### config.mk
export PLATFORM = sky130hd
export DESIGN_NAME = pc_sequencer
export DESIGN_NICKNAME = d
export VERILOG_FILES = /design/src/rtl/pc_sequencer.sv
export SDC_FILE = /design/constraint.sdc
export NUM_CORES = 1
export LEC_CHECK = 0
export ABC_AREA = 1
export BUFFER_PORTS_ARGS = -buffer_cell sky130_fd_sc_hd__buf_2
export CORE_UTILIZATION = 45
export DETAILED_ROUTE_END_ITERATION = 10
export PLACE_DENSITY = 0.69
export REMOVE_ABC_BUFFERS = 1
export SETUP_SLACK_MARGIN = 0.02
export SYNTH_ARGS = -nofsm -noshare
export SYNTH_HDL_FRONTEND = slang
export SYNTH_SLANG_ARGS = --single-unit
### constraint.sdc
create_clock -name clk -period 2.65 [get_ports clk]
set_clock_uncertainty 0.05 [all_clocks]
set_input_delay 0.265 -clock clk [delete_from_list [all_inputs] [get_ports clk]]
set_output_delay 0.265 -clock clk [all_outputs]
set_load 0.1 [all_outputs]
### src/rtl/pc_sequencer.sv
// Program counter with a return-address stack for the fetch stage.
// A stack fault latches an error flag and parks the sequencer in HALT until reset.
module pc_sequencer #(
  parameter int PC_WIDTH    = 5,
  parameter int STACK_DEPTH = 8,
  parameter int SP_WIDTH    = 4
) (
  input  logic                clk,
  input  logic                rst,
  input  logic                en,
  input  logic                jmp,
  input  logic                cal,
  input  logic                ret,
  input  logic [PC_WIDTH-1:0] jmp_addr,
  output logic [PC_WIDTH-1:0] pc,
  output logic [SP_WIDTH-1:0] stack_level,
  output logic                overflow_err,
  output logic                underflow_err,
  output logic                halted
);

  localparam int IDX_W = (STACK_DEPTH > 1) ? $clog2(STACK_DEPTH) : 1;
  localparam logic [SP_WIDTH-1:0] FULL_LEVEL = SP_WIDTH'(STACK_DEPTH);

  typedef enum logic {
    ST_RUN  = 1'b0,
    ST_HALT = 1'b1
  } state_t;

  state_t              r_state;
  logic [PC_WIDTH-1:0] r_pc;
  logic [SP_WIDTH-1:0] r_level;
  logic                r_ovf;
  logic                r_unf;
  logic                r_halted;
  logic [PC_WIDTH-1:0] r_stack [STACK_DEPTH];

  logic                w_active;
  logic                w_empty;
  logic                w_full;
  logic                w_push;
  logic [PC_WIDTH-1:0] w_pc_inc;
  logic [SP_WIDTH-1:0] w_level_m1;
  logic [IDX_W-1:0]    w_push_idx;
  logic [IDX_W-1:0]    w_pop_idx;
  logic [PC_WIDTH-1:0] w_pop_addr;

  // Decode of the current cycle's action; ret outranks cal, so a push needs !ret.
  always_comb begin
    w_active   = 1'b0;
    w_empty    = 1'b0;
    w_full     = 1'b0;
    w_push     = 1'b0;
    w_active   = en && (r_state == ST_RUN);
    w_empty    = (r_level == {SP_WIDTH{1'b0}});
    w_full     = (r_level == FULL_LEVEL);
    w_push     = w_active && !ret && cal && !w_full;
    w_pc_inc   = r_pc + PC_WIDTH'(1);
    w_level_m1 = r_level - SP_WIDTH'(1);
    w_push_idx = r_level[IDX_W-1:0];
    w_pop_idx  = w_level_m1[IDX_W-1:0];
    w_pop_addr = r_stack[w_pop_idx];
  end

  // Return-address storage; contents are intentionally left uninitialised.
  always_ff @(posedge clk) begin
    if (w_push) begin
      r_stack[w_push_idx] <= w_pc_inc;
    end
  end

  // Sequencer state machine, PC and fault flags.
  always_ff @(posedge clk) begin
    if (rst) begin
      r_state  <= ST_RUN;
      r_pc     <= {PC_WIDTH{1'b0}};
      r_level  <= {SP_WIDTH{1'b0}};
      r_ovf    <= 1'b0;
      r_unf    <= 1'b0;
      r_halted <= 1'b0;
    end else if (w_active) begin
      if (ret) begin
        if (!w_empty) begin
          r_pc    <= w_pop_addr;
          r_level <= w_level_m1;
        end else begin
          r_unf    <= 1'b1;
          r_halted <= 1'b1;
          r_state  <= ST_HALT;
        end
      end else if (cal) begin
        if (!w_full) begin
          r_pc    <= jmp_addr;
          r_level <= r_level + SP_WIDTH'(1);
        end else begin
          r_ovf    <= 1'b1;
          r_halted <= 1'b1;
          r_state  <= ST_HALT;
        end
      end else if (jmp) begin
        r_pc <= jmp_addr;
      end else begin
        r_pc <= w_pc_inc;
      end
    end
  end

  assign pc            = r_pc;
  assign stack_level   = r_level;
  assign overflow_err  = r_ovf;
  assign underflow_err = r_unf;
  assign halted        = r_halted;

endmodule

After elaboration in Yosys (flattened, before gate mapping)

Memories as Yosys holds them, arrays and structs flattened.
Index checks and enable logic that the tools add are counted.

Register bits after elaboration: 12
RAM bits: 40
Input port bits: 11
Output and inout bits: 12
Memories: 1

$add $sub $neg: 3
Equal/unequal tests: 5
Mux-type cells: 15
Bitwise operators: 2
Reductions and logical operators: 14

Memories:

| memory  | words | width | rd ports | clocked after memory_dff | write ports | RTL line | source |
|---|---|---|---|---|---|---|---|
| r_stack | 8     | 5     | 1        | 0                        | 1           | 36       | `logic [PC_WIDTH-1:0] r_stack [STACK_DEPTH];` |

Operator list:

| operator                                                           | number |
|---|---|
| 5-bit 2-to-1 mux                                                   | 5 |
| 4-bit 2-to-1 mux                                                   | 4 |
| 4-bit AND reduction                                                | 3 |
| 1-bit 2-to-1 mux                                                   | 6 |
| 3-bit AND reduction                                                | 2 |
| 5-bit by 1-bit adder with 5-bit output, second input constant      | 1 |
| 4-bit by 1-bit adder with 4-bit output, second input constant      | 1 |
| 4-bit == test, second input constant                               | 1 |
| 1-bit logical AND                                                  | 4 |
| 4-bit logical NOT                                                  | 1 |
| 2-bit != test, second input constant                               | 2 |
| 2-bit nonzero test                                                 | 2 |
| 4-bit by 1-bit subtractor with 4-bit output, second input constant | 1 |
| 3-bit != test, second input constant                               | 1 |
| 1-bit logical NOT                                                  | 2 |
| 2-bit by 1-bit != test with 1-bit output, second input constant    | 1 |
| 1-bit inverter                                                     | 2 |

Logic depth before layout (Yosys ltp)

Gate-level depths: netlist of the first run.

Word-level depth: 7
Mapped depth: 12
Depth with buffers taken out: 10

Worst setup path before layout of the first run

Ideal clock, no wire load.

Path type: reg2reg
Start: register r_level[0], in the netlist stack_level[0]
End: memory r_stack[6][0] (enable)
Library setup time: 374 ps
Arrival time: 2683 ps
Data required time: 2226 ps
Setup slack: -456 ps
Cell stages (with the launch flop): 10
Path buffers: 2
Path through: dfxtp_1 > buf_2 > inv_2 > buf_2 > ha_1 > nand2_1 > nor2_4 > nor3_1 > nand2_1 > nor3_1

Cells in the longest elaborated chain, start to end: 5

RTL lines:

| item                                   | RTL line | source |
|---|---|---|
| from (decl)                            | 32       | `logic [SP_WIDTH-1:0] r_level;` |
| from (signal assigned)                 | 77       | `r_level <= {SP_WIDTH{1'b0}};` |
| from (signal assigned)                 | 85       | `r_level <= w_level_m1;` |
| from (signal assigned)                 | 94       | `r_level <= r_level + SP_WIDTH'(1);` |
| 4-bit == test                          | 56       | `w_full = (r_level == FULL_LEVEL);` |
| 1-bit logical NOT                      | --       |  |
| 1-bit logical AND                      | 57       | `w_push = w_active && !ret && cal && !w_full;` |
| 1-bit 2-to-1 mux                       | 67       | `if (w_push) begin` |
| 1-bit 2-to-1 mux (implied by the code) | 68       | `r_stack[w_push_idx] <= w_pc_inc;` |
| to (decl)                              | 36       |  |

Several ways; a longest one is shown, not always the timed one.

Worst setup path in the final report of the first run

Start: register r_level[1], in the netlist stack_level[1]
End: memory r_stack[5][4] (enable)

The elaborated chain is that of the path after synthesis.

==> results of run 1 <==
[synthesized netlist by cell type, types with 2 or more instances]
library cell / number
nand4_1: 3
xnor2_1: 3
ha_1: 3
nand2_1: 98
a21oi_1: 12
nand3_2: 2
inv_2: 4
inv_1: 26
nand3_1: 22
edfxtp_1: 40
o21ai_0: 6
nor3_1: 6
dfxtp_1: 12
buf_2: 6
nor2_1: 28
[power groups by stage]
stage	sequential (mW)	combinational [mW]	clock, mW
5_1_grt	0.971	0.630	0.469
6_report	0.965	0.580	0.425
3_3_place_gp	0.983	0.577	0
2_1_floorplan	1.14	0.268	0
4_1_cts	0.965	0.582	0.443
3_5_place_dp	0.984	0.581	0
[cells by family after synthesis]
| kind of cell | after synthesis | share of synthesized area [%] |
|---|---|---|
| buffers and inverters | 39 | 6.586 |
| AO/OA/AOI/OAI | 22 | 4.741 |
| flip-flops | 52 | 57.48 |
| AND/OR/NAND/NOR | 163 | 27.65 |
| adder cells (fa/ha/maj) | 3 | 1.497 |
| XOR/XNOR | 5 | 2.046 |
[per-stage QoR]
stage / instances / setup WS (ps) / hold slack [ps] / util (%)
finish: 380 / 272.9 / 129.6 / 52.84
global route: 380 / 62.72 / 132.9 / 52.84
CTS: 380 / 239.6 / 116.9 / 52.84
detailed placement: 372 / 255.2 / 406.9 / 51.29
global placement: 372 / 371.5 / 398.0 / 51.29
floorplan: 276 / -904.4 / 284.1 / -
[registers in the layout (all words and copies together) (netlist names)]
name and count:
halted 1, underflow_err 1, pc 5, stack_level 4
overflow_err 1, r_stack 40
[worst max path at each step]
stage                                      startpoint                       to  slack (ps)
after floorplan           stack_level[0]$_SDFFE_PP0P_  r_stack[6][0]$_DFFE_PP_        -900
after detailed placement  stack_level[1]$_SDFFE_PP0P_  r_stack[5][4]$_DFFE_PP_         260
after CTS                 stack_level[1]$_SDFFE_PP0P_  r_stack[5][4]$_DFFE_PP_         240
final                     stack_level[1]$_SDFFE_PP0P_  r_stack[5][4]$_DFFE_PP_         270
after global routing      stack_level[1]$_SDFFE_PP0P_  r_stack[1][4]$_DFFE_PP_          60
after global placement    stack_level[1]$_SDFFE_PP0P_  r_stack[5][2]$_DFFE_PP_         370
[final cells by class]
type	count	share of cell area [%]
Multi-Input combinational cell	193	32.55
Sequential cell	52	52.08
Clock buffer	7	2.758
Clock inverter	1	0.1808
Inverter	31	4.204
Tap cell	70	3.165
Timing Repair Buffer	26	5.063
[placed cells by master (no fill, tap or decap), drive strengths merged]
cell type	count
clkinv	2
nor2	30
nand3	25
dfxtp	12
a31oi	1
nand2	99
nor3	6
nand4	3
clkbuf	7
xnor2	3
ha	3
buf	26
xor2	2
inv	30
edfxtp	40
a21oi	13
o21ai	8
[worst max-delay path, stage by stage, from the launching register on]
cell     delay, ps
dfxtp_1        400
inv_1          130
ha_1           280
nand2_1        140
nor2_4          50
nor3_1         270
inv_1          150
nor3_1         550
[per-layer routing]
layer / GRT usage [%] / vias up / share of wire (%)
met4: 8.462 / 0 / 2.0
li1: - / 971 / -
met3: 3.713 / 11 / 4.0
met1: 26.10 / 882 / 45
met5: 0 / - / 0
met2: 32.79 / 35 / 49
==> results.cfg, run 1 <==
[drt]
wire_per_inst_um = 14.27
firstDrtPassIters = 4
drcViolationCount = 0
drt_iter0_drc = 103
vias_per_cell = 4.997
wl_mm = 5.424
vias = 1899
ant_nets = 0

[global_routing]
gr-total-overflow = 0
grt_max_degree = 27
grt_usage_pct = 20.07
antenna_found_initial = 0
grt_pass1_vias = 1796
grt_pass1_wl_mm = 8.790

[synth]
avgSynthCellArea_um2 = 8.829
syn-cell-area_mm2 = 0.002507
yosysUniqueCellTypes = 28
seq_area_frac_synth_pct = 57.49
synth_ff_type = edfxtp_1
synthArstFlopShare_pct = 0
synthCells = 284
ys_seq_elements = 52
synth_top_area_share_pct = 47.90
synth-edff-count = 40
synth_top_area_cell = edfxtp_1
synth_area_leaders = edfxtp_1 (48%), nand2_1 (15%), dfxtp_1 (9.6%), nand3_1 (4.4%), nor2_1 (4.2%)
yosys_warnings = 0

[clock_tree]
cts_hold_buf = 0
cts_tree = yes
clockBufferDepth = 2
clock-root-buffer = clkbuf_8
cts_setup_buffers = 0
cts_sinks = 52
insertion_delay_ps = 310
path_clk_slew_ps = 80
cts_buffers = 5
h-tree-depth = 2
ctsResizeCount = 0

[run_status]
outcome = completed

[timing]
tightestPinTransition_ps = 682.6
fin_crit_sh_pct = 89.70
hold_viol = 0
setup_viol = 0
slew_headroom_pct = 54.14
grt_setup_unrepaired = no
drv_slew = 0
fmax_mhz = 420.7
timing.final.crit_period_ps = 2377
tns_ps = 0

[layout]
num_antenna_cells = 0
finalNetCount = 323
finalInstanceArea_mm2 = 0.002768
syn2layout_area_growth_pct = 10.38
multiInputGateArea_um2 = 900.9
drive_gt1_share_pct = 14.52
fillers = 511
seqCellArea_mm2 = 0.001441

[die]
io_pins = 23
die_y_um = 76.65
die-width_um = 76.65
die_area_mm2 = 0.005874
core_mm2 = 0.005238
fp-row-count = 26
initial_utilization_pct = 47.87

[pwr]
p_int_mw = 1.255
seq_power_share_pct = 49.0
ir_worst_vdd_v = 0.0003823
switchingPower_mw = 0.7144
switching_share_pct = 36.27
p_leak_nw = 1.199
pwr_density_cell_mw_per_mm2 = 711.7
p_clk_share_pct = 21.6
combPwrFrac_pct = 29.4
p_total_mw = 1.970

[setup_path]
critPathKind = reg -> reg
cp.arrival_ps = 2270
worst-r2r-cell-count = 7
timing.rr.end = r_stack[5][4]$_DFFE_PP_
worstSetupStartpointType = register
critical_path.endpoint_type = register
required_ps = 2540
r2r_start = stack_level[1]$_SDFFE_PP0P_
r2r_slack_ps = 270
crit_fanout = 6

[worst_hold_path]
hold_path_class = in -> reg
min_to = stack_level[2]$_SDFFE_PP0P_
worstHoldStart = rst
hold_depth = 2

[place]
postPlaceCellArea_mm2 = 0.002686
port_buffers = 22
post-dp-hpwl_mm = 3.862
gp_congestion = 0.8642

[job]
cap_violations = 0
(Power assumes the default switching activity.)
==> run 2, diff against run 1 <==
Settings changed: GPL_TIMING_DRIVEN from default to 1, SLEW_MARGIN from default to 20.
Clock period 2.65 ns to 2.5 ns, I/O delays scaled along.
==> results.cfg, run 2 (same netlist as run 1, synthesis figures left out) <==
[layout]
multiInputGateArea_um2 = 900.9
num_antenna_cells = 0
drive_gt1_share_pct = 15.71
final_cell_count_no_fill = 382
fillers = 497
layout_commonest_cell = nand2_1
syn2layout_area_growth_pct = 13.17
finalInstanceArea_mm2 = 0.002838
final_cell_mix = nand2_1 (98), edfxtp_1 (40), nor2_1 (28)
finalNetCount = 326
seqCellArea_mm2 = 0.001441
largest_reg_flops = 40
regMostFlops = r_stack

[setup_path]
critPathMaxStageDelay_ps = 410
cp.arrival_ps = 2110
required_ps = 2410
cpMostUsedCell = nand2_1
r2r_start = stack_level[1]$_SDFFE_PP0P_
crit_path_start = stack_level[1]$_SDFFE_PP0P_
crit_fanout = 6
cp_cell_sequence = inv_1, ha_1, nand2_1, nor2_4, nor3_1, nand2_1, nor2_1
crit_path_end = r_stack[2][0]$_DFFE_PP_
critPathKind = reg -> reg
timing.rr.end = r_stack[2][0]$_DFFE_PP_
critical_path.endpoint_type = register
worst-r2r-cell-count = 7
worstSetupStartpointType = register
slowest_stage = nor2_1
r2r_slack_ps = 300

[pwr]
ir_worst_vdd_v = 0.0004293
pwr_density_cell_mw_per_mm2 = 806.4
p_leak_nw = 1.237

[global_routing]
grt_usage_pct = 19.86
grt_pass1_vias = 1734
grt-busiest-layer = met2
grt_pass1_wl_mm = 8.707
gr-usage-met3_pct = 4.671
met1_usage_pct = 26.71
grt_util_met2_pct = 31.08
gr-total-overflow = 0
grt_max_degree = 27
antenna_found_initial = 0

[timing]
tightestPinTransition_ps = 507.8
timing.final.crit_period_ps = 2201
hold_viol = 0
fmax_mhz = 454.3
grt_setup_unrepaired = no
drv_slew = 0
slew_headroom_pct = 66.02
fin_crit_sh_pct = 88.06
setup_viol = 0

[clock_tree]
cts_hold_buf = 0
cts_tree = yes
cts_setup_buffers = 0
cts_buffers = 5
insertion_delay_ps = 300
h-tree-depth = 2
clock-root-buffer = clkbuf_8
cts_sinks = 52
ctsResizeCount = 0
clockBufferDepth = 2
path_clk_slew_ps = 90

[drt]
vias_per_cell = 4.976
wl_mm = 5.330
drcViolationCount = 0
drt_iter0_drc = 98
vias = 1901
wire_per_inst_um = 13.95
firstDrtPassIters = 4
ant_nets = 0

[die]
die_y_um = 76.65
io_pins = 23
die-width_um = 76.65
core_mm2 = 0.005238
die_area_mm2 = 0.005874
initial_utilization_pct = 47.87
fp-row-count = 26

[worst_hold_path]
hold_path_class = in -> reg

[place]
post-dp-hpwl_mm = 3.770
postPlaceCellArea_mm2 = 0.002709
gp_congestion = 0.8457
placed_cells = 375
port_buffers = 22

[job]
cap_violations = 0

[run_status]
outcome = completed
-- run 2: cell count changes in the layout (fill, tap and decap cells not counted) --
| cell | before | now |
|---|---|---|
| clkbuf_1 | 2 | 0 |
| buf_4 | 4 | 7 |
| clkinv_2 | 1 | 0 |
| bufinv_16 | 0 | 2 |
-- run 2: critical path, delay by kind of cell, from the launching register on --
family        cells  cell delay (ps)
simple gates      5             1020
fa+ha+maj         1              270
flops             1              390
buf+inv           1              120
-- run 2: worst min path at each step --
| stage | cells past startpoint | slack [ps] | startpoint | endpoint |
|---|---|---|---|---|
| floorplan | 1 | 270 | rst | halted$_SDFFE_PP0P_ |
| global placement | 2 | 400 | underflow_err$_SDFFE_PP0P_ | underflow_err$_SDFFE_PP0P_ |
| detailed placement | 2 | 410 | underflow_err$_SDFFE_PP0P_ | underflow_err$_SDFFE_PP0P_ |
| CTS | 2 | 110 | rst | stack_level[2]$_SDFFE_PP0P_ |
| global route | 2 | 120 | rst | underflow_err$_SDFFE_PP0P_ |
| finish | 2 | 120 | rst | stack_level[2]$_SDFFE_PP0P_ |
-- run 2: stage by stage --
stage               total power, mW  utilization [%]  setup WS (ps)  hold slack (ps)  setup TNS [ps]
floorplan                     1.495                -          -1054            269.1          -43130
global placement              1.653            51.72          319.9            397.6               0
detailed placement            1.657            51.72          283.8            408.6               0
CTS                           2.303            54.18          277.4            114.1               0
global route                  2.401            54.18          124.7            118.4               0
finish                        2.288            54.18          298.6            123.5               0
-- run 2: routing by layer --
layer  vias to the layer above  share of wire, %  wire length, um
met5                         -                 0                0
met4                         0               2.3              121
met3                        12               4.8              257
met2                        37                48             2543
met1                       874                45             2408
li1                        978                 -                -
-- run 2: final cells by class --
type | count | area share (%)
clock buffers | 5 | 2.425
repair buffers | 29 | 5.732
clock inverters | 2 | 2.116
inverters | 31 | 4.101
well taps | 70 | 3.086
flip-flops and latches | 52 | 50.79
multi-input cells | 193 | 31.75
-- run 2: power breakdown --
part | internal [mW] | switching (mW) | leakage [nW]
combinational | 0.145 | 0.467 | 0.711
clock | 0.394 | 0.259 | 0.0642
sequential | 0.990 | 0.0330 | 0.462
total | 1.53 | 0.759 | 1.24
